[src/rtl/vga_pkg.sv]
// Shared VGA constants: default visible area, RGB565 colours, bar and box palettes, no-request code.
// Imported by vga_pic_box and vga_box_motion.
package vga_pkg;

    localparam int H_VALID_DEF = 640;
    localparam int V_VALID_DEF = 480;

    localparam logic [9:0] NO_REQ = 10'h3ff;

    localparam logic [15:0] RGB_BLACK  = 16'h0000;
    localparam logic [15:0] RGB_RED    = 16'hF800;
    localparam logic [15:0] RGB_ORANGE = 16'hFC00;
    localparam logic [15:0] RGB_YELLOW = 16'hFFE0;
    localparam logic [15:0] RGB_GREEN  = 16'h07E0;
    localparam logic [15:0] RGB_CYAN   = 16'h07FF;
    localparam logic [15:0] RGB_BLUE   = 16'h001F;
    localparam logic [15:0] RGB_PURPLE = 16'hF81F;
    localparam logic [15:0] RGB_WHITE  = 16'hFFFF;

    // Entry [0] is the rightmost element of each concatenation.
    localparam logic [7:0][15:0] BAR_PALETTE = {RGB_WHITE, RGB_PURPLE, RGB_BLUE, RGB_CYAN,
                                                RGB_GREEN, RGB_YELLOW, RGB_ORANGE, RGB_RED};
    localparam logic [3:0][15:0] BOX_PALETTE = {RGB_BLUE, RGB_GREEN, RGB_RED, RGB_WHITE};

    typedef enum logic {
        DIR_INC = 1'b0,   // right / down
        DIR_DEC = 1'b1    // left / up
    } dir_t;

endpackage

[src/rtl/vga_box_motion.sv]
// Box position/direction (and colour index when BOX_COLOR_CYCLE_EN) stepped once per frame end.
// Latency: new position visible the cycle after the frame-end strobe.
// Backpressure: none; pause high at frame end holds all state.
module vga_box_motion
    import vga_pkg::*;
#(
    parameter int H_VALID = H_VALID_DEF,
    parameter int V_VALID = V_VALID_DEF,
    parameter int BOX_W   = 16,
    parameter int BOX_H   = 16,
    parameter int STEP_X  = 2,
    parameter int STEP_Y  = 1
) (
    input  logic        vga_clk,
    input  logic        sys_rst,
    input  logic        frame_end,
    input  logic        pause,
    output logic [9:0]  box_x,
    output logic [9:0]  box_y,
    output logic [15:0] box_color
);

    localparam logic [9:0]  X_LIM = 10'(H_VALID - BOX_W);
    localparam logic [9:0]  Y_LIM = 10'(V_VALID - BOX_H);
    localparam logic [10:0] SX    = 11'(STEP_X);
    localparam logic [10:0] SY    = 11'(STEP_Y);

    dir_t        dir_x, dir_y, dir_x_nxt, dir_y_nxt;
    logic [9:0]  x_nxt, y_nxt;
    logic [10:0] x_ext, y_ext;
    logic        edge_x, edge_y;
    logic        step_en;

    assign x_ext   = {1'b0, box_x};
    assign y_ext   = {1'b0, box_y};
    assign step_en = frame_end && !pause;

    // 11-bit compares so x+STEP can never wrap past the limit.
    assign edge_x = (dir_x == DIR_INC) ? (x_ext + SX >= {1'b0, X_LIM}) : (x_ext <= SX);
    assign edge_y = (dir_y == DIR_INC) ? (y_ext + SY >= {1'b0, Y_LIM}) : (y_ext <= SY);

    always_comb begin
        x_nxt     = box_x;
        y_nxt     = box_y;
        dir_x_nxt = dir_x;
        dir_y_nxt = dir_y;
        if (dir_x == DIR_INC) begin
            if (edge_x) begin x_nxt = X_LIM; dir_x_nxt = DIR_DEC; end
            else              x_nxt = 10'(x_ext + SX);
        end else begin
            if (edge_x) begin x_nxt = '0; dir_x_nxt = DIR_INC; end
            else              x_nxt = 10'(x_ext - SX);
        end
        if (dir_y == DIR_INC) begin
            if (edge_y) begin y_nxt = Y_LIM; dir_y_nxt = DIR_DEC; end
            else              y_nxt = 10'(y_ext + SY);
        end else begin
            if (edge_y) begin y_nxt = '0; dir_y_nxt = DIR_INC; end
            else              y_nxt = 10'(y_ext - SY);
        end
    end

    always_ff @(posedge vga_clk or posedge sys_rst) begin
        if (sys_rst) begin
            box_x <= '0;
            box_y <= '0;
            dir_x <= DIR_INC;
            dir_y <= DIR_INC;
        end else if (step_en) begin
            box_x <= x_nxt;
            box_y <= y_nxt;
            dir_x <= dir_x_nxt;
            dir_y <= dir_y_nxt;
        end
    end

`ifdef BOX_COLOR_CYCLE_EN
    logic [1:0] color_idx;

    // A corner hit (both axes in one frame) is a single bounce event.
    always_ff @(posedge vga_clk or posedge sys_rst) begin
        if (sys_rst)
            color_idx <= '0;
        else if (step_en && (edge_x || edge_y))
            color_idx <= color_idx + 2'd1;
    end

    assign box_color = BOX_PALETTE[color_idx];
`else
    assign box_color = RGB_WHITE;
`endif

endmodule

[src/rtl/vga_pic_box.sv]
// Pixel source: eight colour bars with a bouncing box; box colour cycles when BOX_COLOR_CYCLE_EN is defined.
// Latency: 1 cycle from pix_x/pix_y to pix_data; frame_done pulses with the frame's last pixel.
// Backpressure: none; a request of 10'h3ff on either axis yields black.
module vga_pic_box
    import vga_pkg::*;
#(
    parameter int H_VALID = H_VALID_DEF,
    parameter int V_VALID = V_VALID_DEF,
    parameter int BAR_W   = 80,
    parameter int BOX_W   = 16,
    parameter int BOX_H   = 16,
    parameter int STEP_X  = 2,
    parameter int STEP_Y  = 1
) (
    input  logic        vga_clk,
    input  logic        sys_rst,
    input  logic [9:0]  pix_x,
    input  logic [9:0]  pix_y,
    input  logic        pause,
    output logic [15:0] pix_data,
    output logic        frame_done
);

    logic [9:0]  box_x, box_y;
    logic [15:0] box_color;
    logic [15:0] pix_nxt;
    logic [10:0] px, py, bx, by;
    logic [2:0]  bar_idx;
    logic        req_vld, box_hit, frame_end;

    assign req_vld   = (pix_x != NO_REQ) && (pix_y != NO_REQ);
    assign frame_end = req_vld && (pix_x == 10'(H_VALID - 1)) && (pix_y == 10'(V_VALID - 1));

    assign px = {1'b0, pix_x};
    assign py = {1'b0, pix_y};
    assign bx = {1'b0, box_x};
    assign by = {1'b0, box_y};
    assign box_hit = (px >= bx) && (px < bx + 11'(BOX_W)) &&
                     (py >= by) && (py < by + 11'(BOX_H));

    // Descending compare chain leaves the lowest bar whose right edge lies beyond pix_x.
    always_comb begin
        bar_idx = 3'd7;
        for (int i = 7; i >= 0; i--)
            if (pix_x < 10'((i + 1) * BAR_W))
                bar_idx = 3'(i);
    end

    always_comb begin
        pix_nxt = RGB_BLACK;
        if (req_vld)
            pix_nxt = box_hit ? box_color : BAR_PALETTE[bar_idx];
    end

    always_ff @(posedge vga_clk or posedge sys_rst) begin
        if (sys_rst) begin
            pix_data   <= '0;
            frame_done <= 1'b0;
        end else begin
            pix_data   <= pix_nxt;
            frame_done <= frame_end;
        end
    end

    vga_box_motion #(
        .H_VALID (H_VALID),
        .V_VALID (V_VALID),
        .BOX_W   (BOX_W),
        .BOX_H   (BOX_H),
        .STEP_X  (STEP_X),
        .STEP_Y  (STEP_Y)
    ) u_motion (
        .vga_clk   (vga_clk),
        .sys_rst   (sys_rst),
        .frame_end (frame_end),
        .pause     (pause),
        .box_x     (box_x),
        .box_y     (box_y),
        .box_color (box_color)
    );

endmodule
[config.mk]
export PLATFORM = sky130hd
export DESIGN_NAME = vga_pic_box
export DESIGN_NICKNAME = d
export VERILOG_FILES = /design/src/rtl/vga_pkg.sv /design/src/rtl/vga_box_motion.sv /design/src/rtl/vga_pic_box.sv
export SDC_FILE = /design/constraint.sdc
export NUM_CORES = 1
export LEC_CHECK = 0
export ABC_AREA = 1
export BUFFER_PORTS_ARGS = -buffer_cell sky130_fd_sc_hd__buf_2
export CELL_PAD_IN_SITES_DETAIL_PLACEMENT = 0
export CELL_PAD_IN_SITES_GLOBAL_PLACEMENT = 1
export CORE_AREA = 2 2 118 120
export DETAILED_ROUTE_END_ITERATION = 8
export DIE_AREA = 0 0 120 122
export GPL_ROUTABILITY_DRIVEN = 0
export PLACE_DENSITY_LB_ADDON = 0.1
export SLEW_MARGIN = 15
export SYNTH_ARGS = -nofsm -noshare
export SYNTH_HDL_FRONTEND = slang
export SYNTH_HIERARCHICAL = 1
export SYNTH_SLANG_ARGS = --single-unit
[constraint.sdc]
create_clock -name vga_clk -period 2.8 [get_ports vga_clk]
set_input_delay 0.42 -clock vga_clk [delete_from_list [all_inputs] [get_ports vga_clk]]
set_output_delay 0.42 -clock vga_clk [all_outputs]
set_load 0.02 [all_outputs]
Word-level counts from Yosys, hierarchy flattened. Memory sizes are Yosys's and may differ from the RTL's. Cells that the tools add are included.

Register bits after elaboration: 39. Bits in latches: 0. RAM bits: 0. ROM bits: 128. Logic and storage cells: 65. Memories kept: 1.

Add/sub/neg operators: 6. $mul: 0. Div/mod/pow operators: 0. $lt $le $gt $ge: 16. Equality and inequality tests: 4. Shift-type cells: 0. Mux-type cells: 24. Bitwise operators: 0. Reductions and logical operators: 8.

Memories: (no name shown) (depth 8, bits a word 16, rd ports 1, clocked after memory_dff 0, write ports 0, line vga_pic_box.sv:52) `pix_nxt = box_hit ? box_color : BAR_PALETTE[bar_idx];`.

Operator list (count): 10-bit two-way mux (6); 16-bit two-way mux (3); 10-bit by 9-bit less-than comparator with 1-bit output, second input constant (3); 10-bit by 5-bit adder with 11-bit output, second input constant (2); 10-bit by 11-bit less-than comparator with 1-bit output (2); 10-bit >= comparator (2); 10-bit by 8-bit less-than comparator with 1-bit output, second input constant (2); 10-bit inequality test, second input constant (2); 3-bit two-way mux (6); 10-bit by 1-bit adder with 11-bit output, second input constant (1); 10-bit by 2-bit adder with 11-bit output, second input constant (1); 11-bit by 10-bit >= comparator with 1-bit output, second input constant (1); 11-bit by 9-bit >= comparator with 1-bit output, second input constant (1); 10-bit == test, second input constant (1); 10-bit by 9-bit == test with 1-bit output, second input constant (1); 10-bit by 1-bit less-or-equal comparator with 1-bit output, second input constant (1); 10-bit by 2-bit less-or-equal comparator with 1-bit output, second input constant (1); 10-bit less-than comparator, second input constant (1); 10-bit by 7-bit less-than comparator with 1-bit output, second input constant (1); 10-bit by 1-bit subtractor with 10-bit output, second input constant (1); 10-bit by 2-bit subtractor with 10-bit output, second input constant (1); 1-bit two-way mux (9); 1-bit logical AND (7); 3-bit by 4-bit less-than comparator with 1-bit output, second input constant (1); 1-bit zero test (1).

Depth between registers and ports, before layout.
Depth in word-level cells: 12. Mapped depth: 14. Depth with buffers taken out: 14.

Modules after synthesis. Netlist, hierarchy kept.

By module, submodules not included: vga_box_motion (instances 1, cells each 306, area an instance 1968.1 um2); vga_pic_box (instances 1, cells each 292, area an instance 1933.1 um2).

Worst setup path after synthesis. OpenSTA, ideal clock, no wires.

Kind: register to register. Start point: register u_motion.box_x[4]. End point: register pix_data[0]. Arrival time: 2064 ps. Path slack: 665 ps. Cell stages (with the launch flop): 13. Buffers on the path: 0. Cells stage by stage: dfrtp_1 -> ha_1 -> nand3_1 -> xor2_1 -> ha_1 -> a21oi_1 -> nand3b_1 -> nand3_1 -> nor2_2 -> nand2_2 -> nand2_1 -> nand2_2 -> nor2_1.

Cells in the longest elaborated chain, start to end: 7. Elaborated cells between the ends (all ways): 8.

RTL lines: start: declaration (line vga_box_motion.sv:18) `output logic [9:0] box_x,`; start signal: assignment (line vga_box_motion.sv:70) `box_x <= x_nxt;`; 10-bit by 5-bit adder with 11-bit output (line vga_pic_box.sv:38) `assign box_hit = (px >= bx) && (px < bx + 11'(BOX_W)) &&`; 10-bit by 11-bit less-than comparator with 1-bit output (line vga_pic_box.sv:38); 1-bit logical AND (*) (2 in series) (line vga_pic_box.sv:38); 1-bit logical AND (*) (line vga_pic_box.sv:39) `(py >= by) && (py < by + 11'(BOX_H));`; 16-bit two-way mux (*) (line vga_pic_box.sv:52); 16-bit two-way mux (*) (line vga_pic_box.sv:51) `if (req_vld)`; named net pix_nxt[0] (line vga_pic_box.sv:26) `logic [15:0] pix_nxt;`; end signal: assignment (line vga_pic_box.sv:60) `pix_data <= pix_nxt;`; end: declaration (line vga_pic_box.sv:20) `output logic [15:0] pix_data,`.

Mark *: on every way through the listed nets, which the timed path passes. The rest lies on a longest branch. A chain may end at the register's enable or synchronous reset.

Worst setup path in the final report.
Start point: register u_motion.box_x[4]. End point: register pix_data[9].

The elaborated chain is that of the path after synthesis.

==> PnR_summary.wiki <==
{| class="wikitable"
! Metric !! Value
|-
| Proportion of power drawn by combinational gates || 16.6%
|-
| Fraction of synthesis flops using an asynchronous set or reset pin || 100%
|-
| Chip height || 122 microns
|-
| Static leakage || 2.32 nW
|-
| Multiplexer share of the synthesized area || 0%
|-
| Max_cap viols || 0
|-
| WL per Instance || 12.6 microns
|-
| Core Box Area || 13500 sq um
|-
| Number of top-level pins || 40
|-
| Number of endpoints with negative hold slack in the final report || 0
|-
| Number of cells produced by synthesis || 598
|-
| Type of the worst min-delay path || in -> async
|-
| Xor and xnor fraction of the mapped netlist area || 3.37%
|-
| Final Skew || 0.0103 ns
|-
| Die outline width || 120 microns
|-
| Place WS || 0.391 ns
|-
| Maximum frequency from static timing analysis || 418 MHz
|-
| Int Power || 0.00109 W
|-
| Total detailed-routing wirelength || 10400 microns
|-
| Initial standard-cell utilization of the core || 28.9%
|-
| List of cells traversed by the critical path || ha_1 > nand3_1 > xor2_1 > ha_1 > nand2_1 > nand3b_1 > a21oi_1 > nor2_2 > nand2_2 > nand2_1 > nand2_2 > nor2_1
|-
| Htree depth || 2
|-
| Die Area || 14600 sq um
|-
| Delay of the slowest critical-path stage || 0.59 ns
|-
| Cts hold-fix bufs || 0
|-
| Top Family by Delay on Critical Path || simple AND/OR/NAND/NOR gates
|-
| Area of the mapped netlist || 3900 sq um
|-
| Global-route wire length before repair || 17700 microns
|-
| Mean instance size in the synthesized netlist || 6.52 sq um
|-
| Worst setup slack after layout || 0.409 ns
|-
| Antenna viol nets, final || 0
|-
| Buffering stage count on the worst path with inverters included || 0
|-
| Final count of negative-setup-slack endpoints || 0
|-
| Global routing met2 resource utilization || 25.5%
|-
| CTS clock-pin slew for the worst setup and hold paths || 0.07 ns
|-
| Drt initial violations || 227
|-
| Net Sw Power || 0.000444 W
|-
| Sw frac || 29.0%
|-
| Share of the clock period used by the worst path after layout || 85.4%
|-
| Final-stage net count || 708
|-
| Area fraction in compound gates after synthesis || 11.4%
|-
| Crit path arrival time || 2.57 ns
|-
| Crit path capture type || register
|-
| Setup TNS || 0 ns
|-
| Number of global-route vias before repair || 3591
|-
| Adder-cell share of the synthesized area || 13.5%
|-
| Clock sinks || 38
|-
| Leading cell type in the layout, fill and taps excluded || sky130_fd_sc_hd__nand2_1
|-
| Cell area power density || 344 nW/um^2
|-
| Rows || 43
|-
| Final number of max-transition violations || 0
|-
| Number of synthesized flops with an enable pin || 0
|-
| Area fraction in and, or, nand and nor cells after synthesis || 34.3%
|-
| Antenna Cells || 0
|-
| Highest-count cells in the layout ignoring fill and taps || sky130_fd_sc_hd__nand2_1, sky130_fd_sc_hd__inv_1, sky130_fd_sc_hd__nor2_1
|-
| Maximum root-to-sink buffer count || 2
|-
| Relative area change from synthesis to final layout || 14.2%
|-
| Worst slew margin relative to its limit || 57.5%
|-
| Postcts setup bufs || 0
|-
| Fraction of met1 tracks used by global routing || 20.6%
|-
| Number of antenna violations at the first check in global routing || 0
|-
| Status || complete, no violations
|-
| Number of cells upsized or downsized after cts || 0
|-
| CTS Root Cell || sky130_fd_sc_hd__clkbuf_16
|-
| Number of library cell types mapped by synthesis || 34
|-
| Detailed-route via count || 3676
|-
| Latest clock arrival within the worst-skew pair || 0.30 ns
|-
| Critical path peak fanout || 11
|-
| GRT Overall Usage || 15.2%
|-
| Quantity of I/O buffers inserted on ports || 39
|-
| Logic depth of the worst register-to-register path || 12
|-
| Required time of the critical path || 2.98 ns
|-
| Crit path launch type || register
|-
| Congestion Overflow GR || 0
|-
| Num CTS Buffers || 5
|-
| Layer with the highest usage after global routing || met2
|-
| Average vias per placed instance || 4.46
|-
| TritonRoute pass-1 iters || 4
|-
| Clock network power share || 45.1%
|-
| Synthesis-stage register bit count || 38
|-
| VDD IR-drop max || 0.196 mV
|-
| Fraction of layout instances using a drive strength above 1 || 12.7%
|-
| Worst Max-Slew Pin Slew || 0.636 ns
|-
| Slack of the worst reg-to-reg path || 0.41 ns
|-
| Unrepaired setup endpoints after global routing || no
|-
| CP max-delay cell || sky130_fd_sc_hd__dfrtp_1
|-
| Final critical-path required period || 2.39 ns
|-
| Residual DRC count || 0
|-
| Main combinational cell family by area after synthesis || simple AND/OR/NAND/NOR gates
|-
| Ys flop type || sky130_fd_sc_hd__dfrtp_1
|-
| Endpoint of the worst register-to-register path || pix_data[9]
|-
| Met3 track utilization from global routing || 2.11%
|-
| Maximum number of pins on one net before global-route repair || 22
|-
| Sequential power share || 38.2%
|-
| Half-perimeter wire length after detailed placement || 8300 microns
|-
| Class of the most critical setup path || reg -> reg
|-
| Ys Warns || 6
|-
| Sequential element share of the synthesized area || 24.4%
|-
| TritonCTS clock tree || built
|-
| Reg-to-reg critical path startpoint || u_motion/box_x[4]
|}
worst max path at each step:
stage	from	depth (start not counted)	slack [ns]	end
3_5_place_dp	pix_x[7]	12	0.39	pix_data[10]
6_report	u_motion/box_x[4]	12	0.41	pix_data[9]
2_1_floorplan	u_motion/box_x[4]	12	0.66	pix_data[0]
3_3_place_gp	u_motion/box_x[4]	12	0.44	pix_data[5]
5_1_grt	u_motion/box_x[4]	12	0.15	pix_data[9]
4_1_cts	u_motion/box_x[4]	12	0.38	pix_data[7]
per-stage QoR:
stage               util, %  hold WS, ns  cells  power [W]  area, sq um
floorplan                 -        0.346    613   0.000777         3960
global placement       31.7        0.511    816   0.000854         4290
detailed placement     31.7        0.514    816   0.000856         4290
CTS                    33.0        0.199    824    0.00155         4460
global route           33.0        0.231    824    0.00162         4460
finish                 33.0        0.175    824    0.00153         4460
per-layer routing:
| metal | part of all wire, % | routed length [microns] | vias to the layer above |
|---|---|---|---|
| met1 | 50 | 5170 | 1643 |
| met3 | 2.5 | 263 | 9 |
| met2 | 47 | 4830 | 44 |
| met4 | 1.1 | 114 | 0 |
| met5 | 0 | 0 | - |
| li1 | - | - | 1980 |
cell families after synthesis:
logic type,Yosys count
AOI/OAI and AO/OA,84
xor gates and xnor gates,15
adders and majority gates,42
buffers and inverters,112
DFF,38
other,2
and+or+nand+nor,305
synth_stat cells (4+ instances only):
cell | number | area share (%)
sky130_fd_sc_hd__nand3b_1 | 4 | 0.77
sky130_fd_sc_hd__buf_4 | 19 | 3.7
sky130_fd_sc_hd__nor2_1 | 83 | 8.0
sky130_fd_sc_hd__nand4_1 | 10 | 1.6
sky130_fd_sc_hd__nand3_1 | 44 | 5.6
sky130_fd_sc_hd__ha_1 | 42 | 13
sky130_fd_sc_hd__nand2_1 | 135 | 13
sky130_fd_sc_hd__dfrtp_1 | 38 | 24
sky130_fd_sc_hd__nand2_2 | 7 | 1.1
sky130_fd_sc_hd__a21oi_1 | 38 | 4.9
sky130_fd_sc_hd__nor2_2 | 7 | 1.1
sky130_fd_sc_hd__inv_1 | 83 | 8.0
sky130_fd_sc_hd__o21ai_0 | 33 | 4.2
sky130_fd_sc_hd__nor3_1 | 5 | 0.64
sky130_fd_sc_hd__xor2_1 | 13 | 2.9
state kept, by name, summed over array words and instances (netlist names):
name,count
frame_done,1
pix_data,16
u_motion/box_x,9
u_motion/box_y,10
u_motion/dir_x,1
u_motion/dir_y,1
power groups by stage:
stage | registers (W) | clock network [W] | logic (W)
after CTS | 0.000587 | 0.000707 | 0.000261
after global routing | 0.000588 | 0.000736 | 0.000293
after detailed placement | 0.000597 | 0 | 0.000259
final | 0.000586 | 0.000691 | 0.000255
after floorplan | 0.000639 | 0 | 0.000138
after global placement | 0.000597 | 0 | 0.000257
area by class of cell:
class / count / area [sq um]
fillers: 1533 / 9050
multi-input cells: 463 / 2500
clock buffers: 5 / 125
flip-flops and latches: 38 / 951
clock inverters: 3 / 45.0
well taps: 180 / 225
inverters: 86 / 323
repair buffers: 49 / 283
worst min-delay path, delay by kind of cell:
kind	cells	cell delay, ns
buffers and inverters	3	0.45
Power figures use the tool's default switching activity.
